==> src/rtl/dac_write_arbiter.sv <==
// Two-channel round-robin write arbiter for a shared parallel DAC.
// Generates CS/WR/LDAC timing from a five-state FSM; every output is registered.
module dac_write_arbiter #(
  parameter int SETUP_CYC = 4,
  parameter int WR_CYC    = 8,
  parameter int HOLD_CYC  = 2
) (
  input  logic       clk,
  input  logic       rst,
  input  logic       req_a,
  input  logic [7:0] data_a,
  output logic       ack_a,
  input  logic       req_b,
  input  logic [7:0] data_b,
  output logic       ack_b,
  output logic       AB,
  output logic       CS,
  output logic       WR,
  output logic       LDAC,
  output logic [7:0] D,
  output logic       busy
);

  localparam logic [7:0] L_SETUP_LAST  = 8'(SETUP_CYC - 1);
  localparam logic [7:0] L_STROBE_LAST = 8'(WR_CYC - 1);
  localparam logic [7:0] L_HOLD_LAST   = 8'(HOLD_CYC - 1);

  typedef enum logic [2:0] {
    S_IDLE,
    S_SETUP,
    S_STROBE,
    S_HOLD,
    S_LOAD
  } state_t;

  state_t     r_state, w_state_next;
  logic [7:0] r_cnt, w_cnt_next;
  logic       r_last_b, w_last_b_next;
  logic       r_ack_a, w_ack_a_next;
  logic       r_ack_b, w_ack_b_next;
  logic       r_ab, w_ab_next;
  logic       r_cs, w_cs_next;
  logic       r_wr, w_wr_next;
  logic       r_ldac, w_ldac_next;
  logic [7:0] r_d, w_d_next;
  logic       r_busy, w_busy_next;
  logic       w_grant_b;

  // On a tie the channel that did not win last time gets the bus.
  assign w_grant_b = (req_a && req_b) ? ~r_last_b : req_b;

  always_comb begin
    w_state_next  = r_state;
    w_cnt_next    = r_cnt;
    w_last_b_next = r_last_b;
    w_ack_a_next  = 1'b0;
    w_ack_b_next  = 1'b0;
    w_ab_next     = r_ab;
    w_cs_next     = r_cs;
    w_wr_next     = 1'b1;
    w_ldac_next   = 1'b1;
    w_d_next      = r_d;
    w_busy_next   = r_busy;
    case (r_state)
      S_IDLE: begin
        w_cs_next   = 1'b1;
        w_busy_next = 1'b0;
        if (req_a || req_b) begin
          w_last_b_next = w_grant_b;
          w_ab_next     = w_grant_b;
          w_d_next      = w_grant_b ? data_b : data_a;
          w_cs_next     = 1'b0;
          w_busy_next   = 1'b1;
          w_cnt_next    = 8'd0;
          w_state_next  = S_SETUP;
        end
      end
      S_SETUP: begin
        if (r_cnt == L_SETUP_LAST) begin
          w_cnt_next   = 8'd0;
          w_wr_next    = 1'b0;
          w_state_next = S_STROBE;
        end else begin
          w_cnt_next = r_cnt + 8'd1;
        end
      end
      S_STROBE: begin
        if (r_cnt == L_STROBE_LAST) begin
          w_cnt_next   = 8'd0;
          w_state_next = S_HOLD;
        end else begin
          w_cnt_next = r_cnt + 8'd1;
          w_wr_next  = 1'b0;
        end
      end
      S_HOLD: begin
        if (r_cnt == L_HOLD_LAST) begin
          w_cnt_next   = 8'd0;
          w_cs_next    = 1'b1;
          w_ldac_next  = 1'b0;
          w_ack_a_next = ~r_ab;
          w_ack_b_next = r_ab;
          w_state_next = S_LOAD;
        end else begin
          w_cnt_next = r_cnt + 8'd1;
        end
      end
      S_LOAD: begin
        w_cs_next    = 1'b1;
        w_busy_next  = 1'b0;
        w_state_next = S_IDLE;
      end
      default: begin
        w_cs_next    = 1'b1;
        w_busy_next  = 1'b0;
        w_cnt_next   = 8'd0;
        w_state_next = S_IDLE;
      end
    endcase
  end

  always_ff @(posedge clk or negedge rst) begin
    if (!rst) begin
      r_state  <= S_IDLE;
      r_cnt    <= 8'd0;
      r_last_b <= 1'b1;
      r_ack_a  <= 1'b0;
      r_ack_b  <= 1'b0;
      r_ab     <= 1'b0;
      r_cs     <= 1'b1;
      r_wr     <= 1'b1;
      r_ldac   <= 1'b1;
      r_d      <= 8'h00;
      r_busy   <= 1'b0;
    end else begin
      r_state  <= w_state_next;
      r_cnt    <= w_cnt_next;
      r_last_b <= w_last_b_next;
      r_ack_a  <= w_ack_a_next;
      r_ack_b  <= w_ack_b_next;
      r_ab     <= w_ab_next;
      r_cs     <= w_cs_next;
      r_wr     <= w_wr_next;
      r_ldac   <= w_ldac_next;
      r_d      <= w_d_next;
      r_busy   <= w_busy_next;
    end
  end

  assign ack_a = r_ack_a;
  assign ack_b = r_ack_b;
  assign AB    = r_ab;
  assign CS    = r_cs;
  assign WR    = r_wr;
  assign LDAC  = r_ldac;
  assign D     = r_d;
  assign busy  = r_busy;

endmodule

==> config.mk <==
export PLATFORM = sky130hd
export DESIGN_NAME = dac_write_arbiter
export DESIGN_NICKNAME = d
export VERILOG_FILES = /design/src/rtl/dac_write_arbiter.sv
export SDC_FILE = /design/constraint.sdc
export NUM_CORES = 1
export LEC_CHECK = 0
export CAP_MARGIN = 20
export CORE_MARGIN = 2
export CORE_UTILIZATION = 43
export DETAILED_ROUTE_END_ITERATION = 16
export PLACE_DENSITY = 0.83
export SETUP_SLACK_MARGIN = 0.1
export SYNTH_ARGS = -nofsm -noshare
export SYNTH_HDL_FRONTEND = slang
export SYNTH_SLANG_ARGS = --single-unit
export TNS_END_PERCENT = 1
==> constraint.sdc <==
create_clock -name clk -period 1.8 [get_ports clk]
set_input_delay 0.36 -clock clk [delete_from_list [all_inputs] [get_ports clk]]
set_output_delay 0.36 -clock clk [all_outputs]
set_load 0.01 [all_outputs]
==> impl_metrics.env, run 1 <==
export IMPL_cp_slowest_cell="or4_4"
export IMPL_synth_area_leaders="dfrtp_1 (43%), dfstp_2 (7.9%), mux2i_1 (6.0%)"
export IMPL_netlist_area_um2=1340
export IMPL_fin_crit_ns=1.85
export IMPL_total_power_w=0.00250
export IMPL_firstDrtPassIters=4
export IMPL_globalRouteOverflowTotal=0
export IMPL_power_switching_w=0.000955
export IMPL_max_stage_delay_ns=0.58
export IMPL_ant_nets=0
export IMPL_ys_ff_latch=27
export IMPL_slew_headroom_pct=71.6
export IMPL_swShare_pct=38.2
export IMPL_violations="negative setup slack"
export IMPL_antenna_cells=0
export IMPL_fin_nets=209
export IMPL_rsz0062_at_grt="yes"
export IMPL_arrival_ns=2.09
export IMPL_drt_iter0_drc=26
export IMPL_synthCells=142
export IMPL_io_pins=35
export IMPL_grt_pass1_wl_um=5210
export IMPL_gp_congestion=0.827
export IMPL_finalSetupTns_ns=-0.0674
export IMPL_fin_crit_sh_pct=103
export IMPL_synth_cell_type_count=38
export IMPL_vias=1207
export IMPL_h_tree_depth=1
export IMPL_synth_common_cells="dfrtp_1 (23), nor2_1 (19), nand2_1 (12), a21oi_1 (10), nand3_1 (9)"
export IMPL_endpoint_kind="register"
export IMPL_async_flop_share_pct=100
export IMPL_finalMaxSlewViolations=0
export IMPL_grt_usage_pct=18.7
export IMPL_setup_ws_ns=-0.0524
export IMPL_hold_buffers=0
export IMPL_critPathMaxFanout=5
export IMPL_hold_path_class="in -> async"
export IMPL_stdcell_count=219
export IMPL_yosysTopAreaCell="dfrtp_1"
export IMPL_syn_area_per_cell_um2=9.42
export IMPL_worst_pin_slew_ns=0.421
export IMPL_rows=20
export IMPL_required_ns=2.04
export IMPL_ys_warnings_count=0
export IMPL_viasPerCell=5.51
export IMPL_drc=0
export IMPL_finalHoldViolations=0
export IMPL_clock_power_share_pct=11.6
export IMPL_synth_top_flop_cell="dfrtp_1"
export IMPL_postSynthNetCount=164
export IMPL_synth_most_common_cell="dfrtp_1"
export IMPL_maxCapViolations=0
export IMPL_ir_worst_vdd_v=0.000724
export IMPL_yosysTopAreaCellShare_pct=43.0
export IMPL_grt_max_degree=28
export IMPL_ys_seq_area_share_pct=50.9
export IMPL_comb_power_share_pct=49.0
export IMPL_dpl_hpwl_um=2270
export IMPL_clk_pin_slew_ns=0.17
export IMPL_status="complete, but fails checks"
export IMPL_grt_antenna_before_repair=0
export IMPL_finClkSkew_ns=0.0144
export IMPL_fillerInstances=255
export IMPL_io_buffer_count=34
export IMPL_placed_cells=215
export IMPL_post_cts_setup_buffers=0
export IMPL_drive_gt1_share_pct=16.7
export IMPL_clk_latency_ns=0.34
export IMPL_fin_util_pct=61.5
export IMPL_start_kind="register"
export IMPL_coreArea_um2=3000
export IMPL_tritoncts_num_sinks=27
export IMPL_die_w_um=59.8
export IMPL_wl_per_cell_um=13.8
export IMPL_die_h_um=59.8
export IMPL_crit_type="reg -> reg"
export IMPL_die_area_um2=3570
export IMPL_wirelength_um=3020
export IMPL_max_freq_mhz=540
export IMPL_p_per_area_nw_per_um2=1350
export IMPL_grt_pass1_vias=1230
export IMPL_cts_root_buf="clkbuf_4"
export IMPL_area_growth_pct=38.1
export IMPL_cts_buffers=3
export IMPL_cts_buffer_depth=2
export IMPL_cp_cell_sequence="or4_4 > a311o_1 > o21ai_2 > nor3b_1 > a21o_1"
export IMPL_start_util_pct=44.5
export IMPL_p_int_w=0.00155
export IMPL_p_leak_nw=0.814
export IMPL_seqPwrFrac_pct=39.4
export IMPL_setup_violations_final=2
export IMPL_reg2reg_slack_ns=-0.05
export IMPL_cts_tree="built"
export IMPL_pre_cts_ws_ns=0.0108
export IMPL_synth_edff_count=0
==> final timing paths <==
| path | start | to | cells past startpoint |
|---|---|---|---|
| min in group clk | AB | ack_a | 1 |
| min | rst | r_cnt[0] | 2 |
| max | r_cnt[7] | r_cnt[3] | 5 |
| max reg2reg | r_cnt[7] | r_cnt[3] | 5 |
| max in group asynchronous | rst | WR | 2 |
| min reg2reg | AB | ack_a | 1 |
==> layout make-up <==
cell class	count	area, um^2	area share [%]
multi-input combinational	101	626	33.9
sequential	27	681	36.9
inverter	5	18.8	1.02
clock buffer	3	22.5	1.22
tap	33	41.3	2.24
timing repair buffer	49	449	24.3
clock inverter	1	8.76	0.474
==> cells in the final DEF, fill, tap and decap left out, types with 3 or more instances in the layout <==
master and instances:
buf_4 15, nor3_1 3, nand3_1 9, a21oi_1 9, nand3b_1 3, dfstp_2 4
clkbuf_4 3, o21ai_0 8, mux2i_1 8, nand2_1 12, dfrtp_1 23, clkdlybuf4s50_1 31
nor2_1 18, dlygate4sd2_1 3, inv_1 5
==> per-stage QoR <==
step                instance area, um^2  hold WS (ns)
floorplan                          1340        0.0644
global placement                   1800         0.430
detailed placement                 1800         0.450
CTS                                1830         0.369
global route                       1850         0.388
finish                             1850         0.365
==> flip-flops by register name (all words and copies together) (netlist names) <==
signal and cells:
busy 1, r_cnt 8, AB 1, ack_a 1
WR 1, ack_b 1, LDAC 1, r_last_b 1
D 8, CS 1, r_state 3
==> per-layer routing <==
layer  track usage (%)  routed length [um]
met1              22.9                1300
met3              3.46                 189
met5                 0                   0
met2              33.5                1510
met4              5.08                  12
==> kinds of logic (layout without fill, tap and decap cells) <==
family          count (synthesis)  in the layout  synth area share [%]
compound gates                 33             33                  15.4
mux                             8              8                  5.99
fa+ha+maj                       2              2                  1.87
xor+xnor                        1              1                 0.655
buf+inv                        14             58                  3.93
simple gates                   57             57                  21.2
flops                          27             27                  50.9
==> power groups by stage <==
stage | registers, W | clock network, W | logic, W
2_1_floorplan | 0.00101 | 0 | 0.000631
3_3_place_gp | 0.000982 | 0 | 0.00118
3_5_place_dp | 0.000993 | 0 | 0.00121
4_1_cts | 0.000985 | 0.000296 | 0.00121
5_1_grt | 0.00101 | 0.000314 | 0.00136
6_report | 0.000985 | 0.000289 | 0.00123
==> critical path: cells and delay by family, from the launching register on <==
kind | cells | cell delay, ns
compound gates | 3 | 0.66
simple gates | 2 | 0.66
flops | 1 | 0.42
==> repair_timing <==
action,CTS,global route
pin swaps,0,1
endpoints found under the setup margin,11,11
gates resized for setup,3,3
No activity file was read; power rests on OpenSTA's default activity.
==> run 2, diff against run 1 <==
--- a/config.mk
+++ b/config.mk
@@ -6,10 +6,13 @@
 export NUM_CORES = 1
 export LEC_CHECK = 0
 export CAP_MARGIN = 20
+export CELL_PAD_IN_SITES_DETAIL_PLACEMENT = 1
+export CELL_PAD_IN_SITES_GLOBAL_PLACEMENT = 1
 export CORE_MARGIN = 2
-export CORE_UTILIZATION = 43
+export CORE_UTILIZATION = 32
+export CTS_CLUSTER_DIAMETER = 40
 export DETAILED_ROUTE_END_ITERATION = 16
-export PLACE_DENSITY = 0.83
+export PLACE_DENSITY = 0.82
 export SETUP_SLACK_MARGIN = 0.1
 export SYNTH_ARGS = -nofsm -noshare
 export SYNTH_HDL_FRONTEND = slang
==> run 2 against run 1 <==
- the run still ends with negative setup slack left
- first-iteration DRC count is 92% higher
- global-route usage is 1.0 points lower
- total power is 9.6% higher
- critical path depth stayed put
- cell area is 4.4% higher
- register-to-register slack better by 0.02 ns
- via count is 3.6% higher
- non-clock buffer count is 3 higher
- flip-flop and latch count stayed put
- critical endpoint is now r_state[0]
- largest power group unchanged
- highest routed layer unchanged
==> impl_metrics.env, run 2 (synthesis results as in run 1) <==
export IMPL_cts_buffer_depth=2
export IMPL_die_area_um2=4710
export IMPL_finalHoldViolations=0
export IMPL_gp_congestion=0.848
export IMPL_p_leak_nw=0.839
export IMPL_globalRouteOverflowTotal=0
export IMPL_setup_violations_final=3
export IMPL_required_ns=2.02
export IMPL_final_cell_mix="clkdlybuf4s50_1 (31), dfrtp_1 (23), nor2_1 (18), buf_4 (18), nand2_1 (11)"
export IMPL_worst_pin_slew_ns=0.598
export IMPL_worstSetupStartpoint="r_cnt[7]"
export IMPL_finClkSkew_ns=0.00414
export IMPL_drc=0
export IMPL_fillerInstances=444
export IMPL_firstDrtPassIters=4
export IMPL_hold_path_class="in -> async"
export IMPL_cp_slowest_cell="or4_4"
export IMPL_r2r_start="r_cnt[7]"
export IMPL_start_util_pct=33.4
export IMPL_rows=23
export IMPL_die_w_um=68.7
export IMPL_vias=1251
export IMPL_arrival_ns=2.05
export IMPL_final_common_cell="clkdlybuf4s50_1"
export IMPL_io_pins=35
export IMPL_hold_buffers=0
export IMPL_p_per_area_nw_per_um2=1420
export IMPL_post_cts_setup_buffers=0
export IMPL_wl_per_cell_um=15.6
export IMPL_tritoncts_num_sinks=27
export IMPL_ir_worst_vdd_v=0.000607
export IMPL_io_buffer_count=34
export IMPL_final_area_um2=1930
export IMPL_fin_util_pct=48.2
export IMPL_grt_usage_pct=17.7
export IMPL_rsz0062_at_grt="yes"
export IMPL_ant_nets=0
export IMPL_area_growth_pct=44.2
export IMPL_maxCapViolations=0
export IMPL_cts_root_buf="clkbuf_8"
export IMPL_endpoint_kind="register"
export IMPL_viasPerCell=5.23
export IMPL_violations="negative setup slack"
export IMPL_grt_max_degree=28
export IMPL_antenna_cells=0
export IMPL_grt_pass1_vias=1346
export IMPL_setup_ws_ns=-0.0349
export IMPL_cts_buffers=3
export IMPL_slew_headroom_pct=59.7
export IMPL_start_kind="register"
export IMPL_clk_latency_ns=0.28
export IMPL_die_h_um=68.7
export IMPL_drive_gt1_share_pct=19.0
export IMPL_cp_cell_sequence="or4_4 > nor2_1 > nand3_1 > a2111o_1 > nand2_1"
export IMPL_dpl_hpwl_um=2810
export IMPL_max_freq_mhz=545
export IMPL_fin_nets=212
export IMPL_fin_crit_ns=1.83
export IMPL_critPathMaxFanout=4
export IMPL_finalMaxSlewViolations=0
export IMPL_crit_type="reg -> reg"
export IMPL_fin_crit_sh_pct=102
export IMPL_pre_cts_ws_ns=-0.125
export IMPL_h_tree_depth=1
export IMPL_clk_pin_slew_ns=0.10
export IMPL_grt_pass1_wl_um=6150
export IMPL_finalHoldWorstSlack_ns=0.458
export IMPL_wirelength_um=3740
export IMPL_worst_path_buf_inv=0
export IMPL_critical_path_top_delay_family="simple AND/OR/NAND/NOR gates"
export IMPL_cts_tree="built"
export IMPL_grt_antenna_before_repair=0
export IMPL_status="complete, but fails checks"
export IMPL_coreArea_um2=4000
export IMPL_max_stage_delay_ns=0.58
export IMPL_drt_iter0_drc=50
export IMPL_placed_area_um2=1850
## run 2: routing by layer
layer  GRT usage, %  part of all wire (%)
met5              0                     0
met4           7.00                   2.3
met3           3.90                   6.0
met2           32.0                    51
met1           20.1                    40
## run 2: power breakdown
part	switching, W	total (W)	internal, W	leakage [nW]
Sequential	0.000155	0.000988	0.000833	0.326
Clock	0.000198	0.000357	0.000159	0.0228
Combinational	0.000707	0.00140	0.000689	0.490
Total	0.00106	0.00274	0.00168	0.839
## run 2: what timing repair did
action,CTS,global route
pin swaps,3,4
resized for setup,7,4
endpoints found under the setup margin,11,13
## run 2: worst paths after layout
kind	endpoint	slack (ns)	cells after the start
max	r_state[0]	-0.03	5
min	busy	0.46	2
max reg2reg	r_state[0]	-0.03	5
min reg2reg	ack_a	0.46	1
max in group asynchronous	LDAC	1.03	2
min in group clk	ack_a	0.46	1
## run 2: cell type report
cell class,count,area (um^2),share of cell area [%]
Tap cell,50,62.6,3.24
Inverter,5,18.8,0.973
Multi-Input combinational cell,101,646,33.5
Sequential cell,27,681,35.3
Clock buffer,4,45.0,2.34
Timing Repair Buffer,52,475,24.7
## run 2: stage by stage
step,total power [W],TNS [ns],cells
final,0.00274,-0.0658,239
after global placement,0.00224,-0.0531,235
after detailed placement,0.00232,-0.183,235
after floorplan,0.00164,0,142
after global routing,0.00293,-0.251,239
after CTS,0.00271,-0.0583,239
